### src/rtl/riscv_pkg.sv
// Shared RV32 fetch definitions: opcodes of interest, fetch FSM states and the
// control-flow decode used to decide when fetch must stop.
package riscv_pkg;

    localparam logic [6:0]  OP_BRANCH = 7'b1100011;
    localparam logic [6:0]  OP_JAL    = 7'b1101111;
    localparam logic [6:0]  OP_JALR   = 7'b1100111;
    localparam logic [31:0] OP_NOP    = 32'h00000013;

    typedef enum logic [0:0] {
        StFetch,
        StWaitRedirect
    } fetch_state_e;

    // Jumps only stop fetch when the core is built to wait on them.
    function automatic logic is_ctrl_op(logic [6:0] opcode, logic stop_jump);
        is_ctrl_op = (opcode == OP_BRANCH) ||
                     (stop_jump && ((opcode == OP_JAL) || (opcode == OP_JALR)));
    endfunction

endpackage

### src/rtl/fetch_fifo.sv
// Synchronous FIFO holding {pc, instr} pairs between fetch and decode; the head
// entry is presented combinationally and flush empties it in one cycle.
module fetch_fifo #(
    parameter int unsigned DEPTH = 4,
    parameter int unsigned WIDTH = 64
) (
    input  logic                   clk,
    input  logic                   rst_n,
    input  logic                   push,
    input  logic                   pop,
    input  logic                   flush,
    input  logic [WIDTH-1:0]       wdata,
    output logic [WIDTH-1:0]       head,
    output logic [$clog2(DEPTH):0] count
);
    localparam int unsigned PtrW = $clog2(DEPTH);
    localparam int unsigned CntW = PtrW + 1;

    logic [WIDTH-1:0] mem_q [DEPTH];
    logic [PtrW-1:0]  wr_ptr_q, rd_ptr_q;
    logic [CntW-1:0]  count_q;
    logic             do_pop;

    assign do_pop = pop && (count_q != '0);

    always_ff @(posedge clk) begin
        if (!rst_n || flush) begin
            wr_ptr_q <= '0;
            rd_ptr_q <= '0;
            count_q  <= '0;
        end else begin
            if (push) begin
                wr_ptr_q <= wr_ptr_q + PtrW'(1);
            end
            if (do_pop) begin
                rd_ptr_q <= rd_ptr_q + PtrW'(1);
            end
            case ({push, do_pop})
                2'b10:   count_q <= count_q + CntW'(1);
                2'b01:   count_q <= count_q - CntW'(1);
                default: count_q <= count_q;
            endcase
        end
    end

    always_ff @(posedge clk) begin
        if (push) begin
            mem_q[wr_ptr_q] <= wdata;
        end
    end

    assign head  = mem_q[rd_ptr_q];
    assign count = count_q;

endmodule

### src/rtl/instr_fetch_queue.sv
// Sequential-PC fetch unit: issues requests to a 1-cycle instruction memory,
// queues responses for decode and parks on control flow until redirected.
module instr_fetch_queue
    import riscv_pkg::*;
#(
    parameter int unsigned     XLEN      = 32,
    parameter int unsigned     DEPTH     = 4,
    parameter logic [XLEN-1:0] RESET_PC  = '0,
    parameter bit              STOP_JUMP = 1'b1
) (
    input  logic            clk,
    input  logic            rst_n,
    output logic            imem_req,
    output logic [XLEN-1:0] imem_addr,
    input  logic [XLEN-1:0] imem_rdata,
    output logic            out_valid,
    input  logic            out_ready,
    output logic [XLEN-1:0] out_instr,
    output logic [XLEN-1:0] out_pc,
    input  logic            redirect,
    input  logic [XLEN-1:0] redirect_pc,
    output logic            stalled
);
    localparam int unsigned CntW = $clog2(DEPTH) + 1;
    localparam int unsigned OccW = CntW + 1;
    localparam logic [OccW-1:0] DepthOcc = OccW'(DEPTH);

    fetch_state_e      state_q, state_d;
    logic [XLEN-1:0]   pc_q, pc_d, inflight_pc_q;
    logic              inflight_q, inflight_d;
    logic [CntW-1:0]   count;
    logic [OccW-1:0]   occupancy;
    logic [2*XLEN-1:0] head, shown, head_last_q;
    logic              issue, push, pop, rsp_ctrl;

    // Reserve a slot for the outstanding response so a push can never overflow.
    assign occupancy = {1'b0, count} + {{CntW{1'b0}}, inflight_q};
    assign issue     = rst_n && (state_q == StFetch) && !redirect && (occupancy < DepthOcc);
    assign rsp_ctrl  = inflight_q && is_ctrl_op(imem_rdata[6:0], STOP_JUMP);
    assign push      = inflight_q && !redirect;
    assign pop       = out_valid && out_ready;

    // A request issued alongside a control-flow response is squashed here.
    assign inflight_d = issue && !rsp_ctrl;

    always_ff @(posedge clk) begin
        if (!rst_n) begin
            state_q <= StFetch;
        end else begin
            state_q <= state_d;
        end
    end

    always_comb begin
        state_d = state_q;
        if (redirect) begin
            state_d = StFetch;
        end else if ((state_q == StFetch) && rsp_ctrl) begin
            state_d = StWaitRedirect;
        end
    end

    always_comb begin
        stalled   = (state_q == StWaitRedirect);
        imem_req  = issue;
        imem_addr = pc_q;
    end

    always_comb begin
        pc_d = pc_q;
        if (redirect) begin
            pc_d = redirect_pc & ~XLEN'(32'd3);
        end else if (issue) begin
            pc_d = pc_q + XLEN'(32'd4);
        end
    end

    always_ff @(posedge clk) begin
        if (!rst_n) begin
            pc_q          <= RESET_PC;
            inflight_q    <= 1'b0;
            inflight_pc_q <= '0;
            head_last_q   <= '0;
        end else begin
            pc_q        <= pc_d;
            inflight_q  <= inflight_d;
            head_last_q <= shown;
            if (issue) begin
                inflight_pc_q <= pc_q;
            end
        end
    end

    fetch_fifo #(
        .DEPTH(DEPTH),
        .WIDTH(2 * XLEN)
    ) u_fifo (
        .clk  (clk),
        .rst_n(rst_n),
        .push (push),
        .pop  (pop),
        .flush(redirect),
        .wdata({inflight_pc_q, imem_rdata}),
        .head (head),
        .count(count)
    );

    // When the queue drains the last presented entry stays on the outputs.
    assign out_valid = (count != '0);
    assign shown     = out_valid ? head : head_last_q;
    assign out_pc    = shown[2*XLEN-1:XLEN];
    assign out_instr = shown[XLEN-1:0];

endmodule
### config.mk
export PLATFORM = sky130hd
export DESIGN_NAME = instr_fetch_queue
export DESIGN_NICKNAME = d
export VERILOG_FILES = /design/src/rtl/riscv_pkg.sv /design/src/rtl/fetch_fifo.sv /design/src/rtl/instr_fetch_queue.sv
export SDC_FILE = /design/constraint.sdc
export NUM_CORES = 1
export LEC_CHECK = 0
export CELL_PAD_IN_SITES_DETAIL_PLACEMENT = 1
export CELL_PAD_IN_SITES_GLOBAL_PLACEMENT = 2
export CORE_UTILIZATION = 39
export DETAILED_ROUTE_END_ITERATION = 10
export PLACE_DENSITY_LB_ADDON = 0.08
export SETUP_SLACK_MARGIN = 0.4
export SLEW_MARGIN = 10
export SYNTH_ARGS = -nofsm -noshare
export SYNTH_HDL_FRONTEND = slang
export SYNTH_SLANG_ARGS = --single-unit
### constraint.sdc
create_clock -name clk -period 3.75 [get_ports clk]
set_input_delay 1.125 -clock clk [delete_from_list [all_inputs] [get_ports clk]]
set_output_delay 1.125 -clock clk [all_outputs]
set_load 0.02 [all_outputs]
==> flow_summary.rst <==
.. list-table::
   :header-rows: 1

   * - Metric
     - Value
   * - Worst-case register-to-register setup slack
     - 1.19 ns
   * - Critical Path Start Type
     - flop
   * - Core outline area
     - 36900 um2
   * - Normalized max-slew margin
     - 0.428
   * - Max cap viols
     - 0
   * - Leak
     - 7.06 nW
   * - Post-detailed-route wirelength per cell
     - 20.2 um
   * - Power density normalized to cell area
     - 493 nW/um2
   * - Reg2reg end
     - u_fifo.count[2]$_SDFFE_PP0P_
   * - DRC Markers
     - 0
   * - Path depth of the worst reg2reg path
     - 11
   * - Number of synthesis warnings
     - 0
   * - Ports
     - 167
   * - Post-route core utilization
     - 0.508
   * - Run status
     - finished clean
   * - Hold violation total from the final report
     - 0
   * - Setup violators final
     - 0
   * - Fraction of final layout cells with drive strength greater than 1
     - 0.199
   * - Average cell area after synthesis
     - 13.7 um2
   * - Global-route wire length before repair
     - 56700 um
   * - Sequential power share
     - 0.499
   * - Maximum level of the CTS H-tree
     - 2
   * - Total wire length after detailed routing
     - 37000 um
   * - Fraction of post-synthesis cell area in the top cell type by area
     - 0.506
   * - Synth Instances
     - 1076
   * - Overflow left after global routing
     - 0
   * - Initial cell density of the core
     - 0.399
   * - Number of clock sinks
     - 383
   * - Transition time at the pin with the least slew margin
     - 0.857 ns
   * - Count of different cell masters after synthesis
     - 56
   * - Required arrival time at the worst endpoint
     - 2.62 ns
   * - Commonest cells post-synth
     - nand2_1, edfxtp_1, dfxtp_1
   * - Register area share after synthesis
     - 0.690
   * - Number of I/O port buffers
     - 162
   * - Peak clock frequency supported by timing
     - 0.299 GHz
   * - Vias/cell
     - 5.00
   * - Crit path to
     - out_instr[31]
   * - Number of flops mapped to enable cells by yosys
     - 248
   * - CP max FO
     - 7
   * - Clock tree from TritonCTS
     - built
   * - Overall via count from detail_route
     - 9171
   * - Worst skew pair latency
     - 0.53 ns
   * - Combinational share of power
     - 0.052
   * - Number of buffers inserted for hold repair after clock tree synthesis
     - 0
   * - Number of clock buffers inserted by TritonCTS
     - 42
   * - Synth-to-Final Area Change
     - 27.4%
   * - Full die area
     - 38500 um2
   * - Final net count
     - 1370
   * - Total count of max-transition violations in the final report
     - 0
   * - Initial antenna violation count
     - 0
   * - Async S/R FF share, synth
     - 0
   * - Count of placed standard cells including taps
     - 1719
   * - Non-filler instance count after layout
     - 1833
   * - Maximum number of pins on one net before global-route repair
     - 75
   * - Total negative slack for setup checks
     - 0 ns
   * - Crit. End Element
     - output pin
   * - Standard-cell row count
     - 70
   * - Post-synthesis cell area
     - 14700 um2
   * - Width of the chip
     - 196 um
   * - Switching part of the total power
     - 0.212
   * - Post-route minimum period
     - 3.34 ns
   * - Detailed-placement wirelength estimate
     - 22400 um
   * - Clock slew at the register clock pins of the worst setup and hold paths
     - 0.06 ns
   * - Power spent charging and discharging nets
     - 1.96 mW
   * - Global placement routability congestion
     - 0.777
   * - Startpoint of the lowest-slack register-to-register path
     - u_fifo.count[1]$_SDFFE_PP0P_
   * - Share of the clock period used by the worst path after layout
     - 0.891
   * - Cell type with the largest total area after synthesis
     - edfxtp_1
   * - First-pass iteration count of the detailed router
     - 4
   * - Int Pwr
     - 7.28 mW
   * - Clock Power Share
     - 0.449
   * - Worst IR Drop VDD
     - 268 uV
   * - Arrival @ worst endpoint
     - 2.22 ns
   * - Biggest area contributors in the synthesized netlist
     - edfxtp_1, dfxtp_1, mux4_2, nand2_1, and2_1
   * - Most frequent cell after synthesis
     - nand2_1
   * - Total GRT Usage
     - 0.194
   * - Remaining number of nets flagged by the antenna check after routing
     - 0
   * - Path type of the worst setup path
     - reg -> out
   * - Iter 0 DRT Violations
     - 336
   * - Die Height
     - 196 um
   * - Class of the most critical hold timing path
     - reg -> reg
   * - Clock Tree Root
     - clkbuf_16
   * - Post-Route Skew
     - 0.0127 ns
   * - Number of flip-flops and latches in the synthesized netlist
     - 383
   * - Antenna diode count
     - 0
   * - Via count of the first global-routing pass
     - 9567
   * - RSZ-0062 raised after global routing
     - yes
   * - Dominant register cell in the synthesized netlist
     - edfxtp_1
   * - Maximum buffer depth of the clock tree
     - 3
==> power groups by stage <==
stage	Clock, mW	Combinational, mW	Sequential [mW]
floorplan	0	0.208	4.70
global placement	0	0.480	4.70
detailed placement	0	0.485	4.70
CTS	4.25	0.485	4.61
global route	4.41	0.523	4.62
finish	4.15	0.480	4.61
==> critical path: stages (launching register included) <==
cell and delay [ns]:
dfxtp_4 0.36, buf_12 0.14, buf_12 0.14, buf_4 0.12
mux4_2 0.47, nand2_1 0.08, nand2_1 0.06, dlygate4sd2_1 0.31
==> timing repair <==
item | 4_1_cts | 5_1_grt
buffers inserted | 18 | 15
pin swaps | 1 | 1
gates resized for setup | 114 | 98
setup endpoints to repair | 64 | 55
cloned | 2 | 1
==> state kept, by name, indices dropped and copies added, names as in the netlist, named ones only <==
signal	count
u_fifo.wr_ptr_q	2
imem_addr	30
stalled	1
inflight_pc_q	30
u_fifo.count	3
head_last_q	64
u_fifo.rd_ptr_q	2
inflight_q	1
u_fifo.mem_q	248
==> area by class of cell <==
cell class,instances,area [um2]
multi-input combinational,622,4300
tap,504,631
clock buffer,68,1270
clock inverter,10,129
sequential,383,10200
inverter,14,52.6
fill,3717,18100
timing repair buffer,232,2190
==> cell families (layout without fill, tap and decap cells) <==
group / after synthesis / after routing / synth area share
buf+inv: 72 / 324 / 0.0198
flops: 383 / 383 / 0.690
mux: 66 / 66 / 0.0978
fa+ha+maj: 7 / 7 / 0.00647
other cells: 1 / 2 / 0.000255
xor+xnor: 7 / 7 / 0.00417
compound gates: 101 / 101 / 0.0415
simple gates: 439 / 439 / 0.140
==> routing by layer <==
| layer | track usage | routed length [um] | up-vias |
|---|---|---|---|
| li1 | - | - | 4346 |
| met1 | 0.278 | 17700 | 4613 |
| met2 | 0.309 | 17300 | 171 |
| met3 | 0.0301 | 1380 | 41 |
| met4 | 0.0466 | 602 | 0 |
| met5 | 0 | 0 | - |
==> worst min-delay path by stage <==
stage          slack (ns)                       start  cells after the start                         end
2_1_floorplan        0.44  head_last_q[32]$_SDFF_PN0_                      1  head_last_q[32]$_SDFF_PN0_
3_3_place_gp         0.46  head_last_q[33]$_SDFF_PN0_                      1  head_last_q[33]$_SDFF_PN0_
3_5_place_dp         0.47  head_last_q[33]$_SDFF_PN0_                      1  head_last_q[33]$_SDFF_PN0_
4_1_cts              0.48  head_last_q[32]$_SDFF_PN0_                      1  head_last_q[32]$_SDFF_PN0_
5_1_grt              0.50  head_last_q[33]$_SDFF_PN0_                      1  head_last_q[33]$_SDFF_PN0_
6_report             0.48  head_last_q[33]$_SDFF_PN0_                      1  head_last_q[33]$_SDFF_PN0_
==> per-stage QoR <==
step	power [mW]	setup slack (ns)	cell area, um2	hold slack, ns
after floorplan	4.91	0.565	14700	0.444
after global placement	5.18	-0.0516	17100	0.457
after detailed placement	5.18	-0.0453	17100	0.465
after CTS	9.34	0.241	18700	0.480
after global routing	9.55	0.323	18700	0.497
final	9.24	0.409	18700	0.479
==> cells in the final DEF (no fill, tap or decap), drive strengths merged, types with 3 or more instances in the layout <==
master,synthesis,layout
clkdlybuf4s15,0,4
edfxtp,248,248
nor2,29,29
nor4,7,7
a31oi,9,9
a22oi,8,8
clkinv,0,5
dfxtp,135,135
o21ai,12,12
xor2,5,5
clkdlybuf4s50,0,94
a21oi,49,49
and2,71,71
o311ai,5,5
nand2,275,275
buf,21,89
nor3,6,6
mux4,62,62
and3,6,6
nand3,18,18
clkbuf,37,93
nand4,13,13
or3,4,4
dlygate4sd2,0,12
bufinv,0,3
ha,6,6
nor2b,3,3
o211ai,5,5
dlymetal6s2s,0,7
inv,14,14
Power figures use the tool's default switching activity.
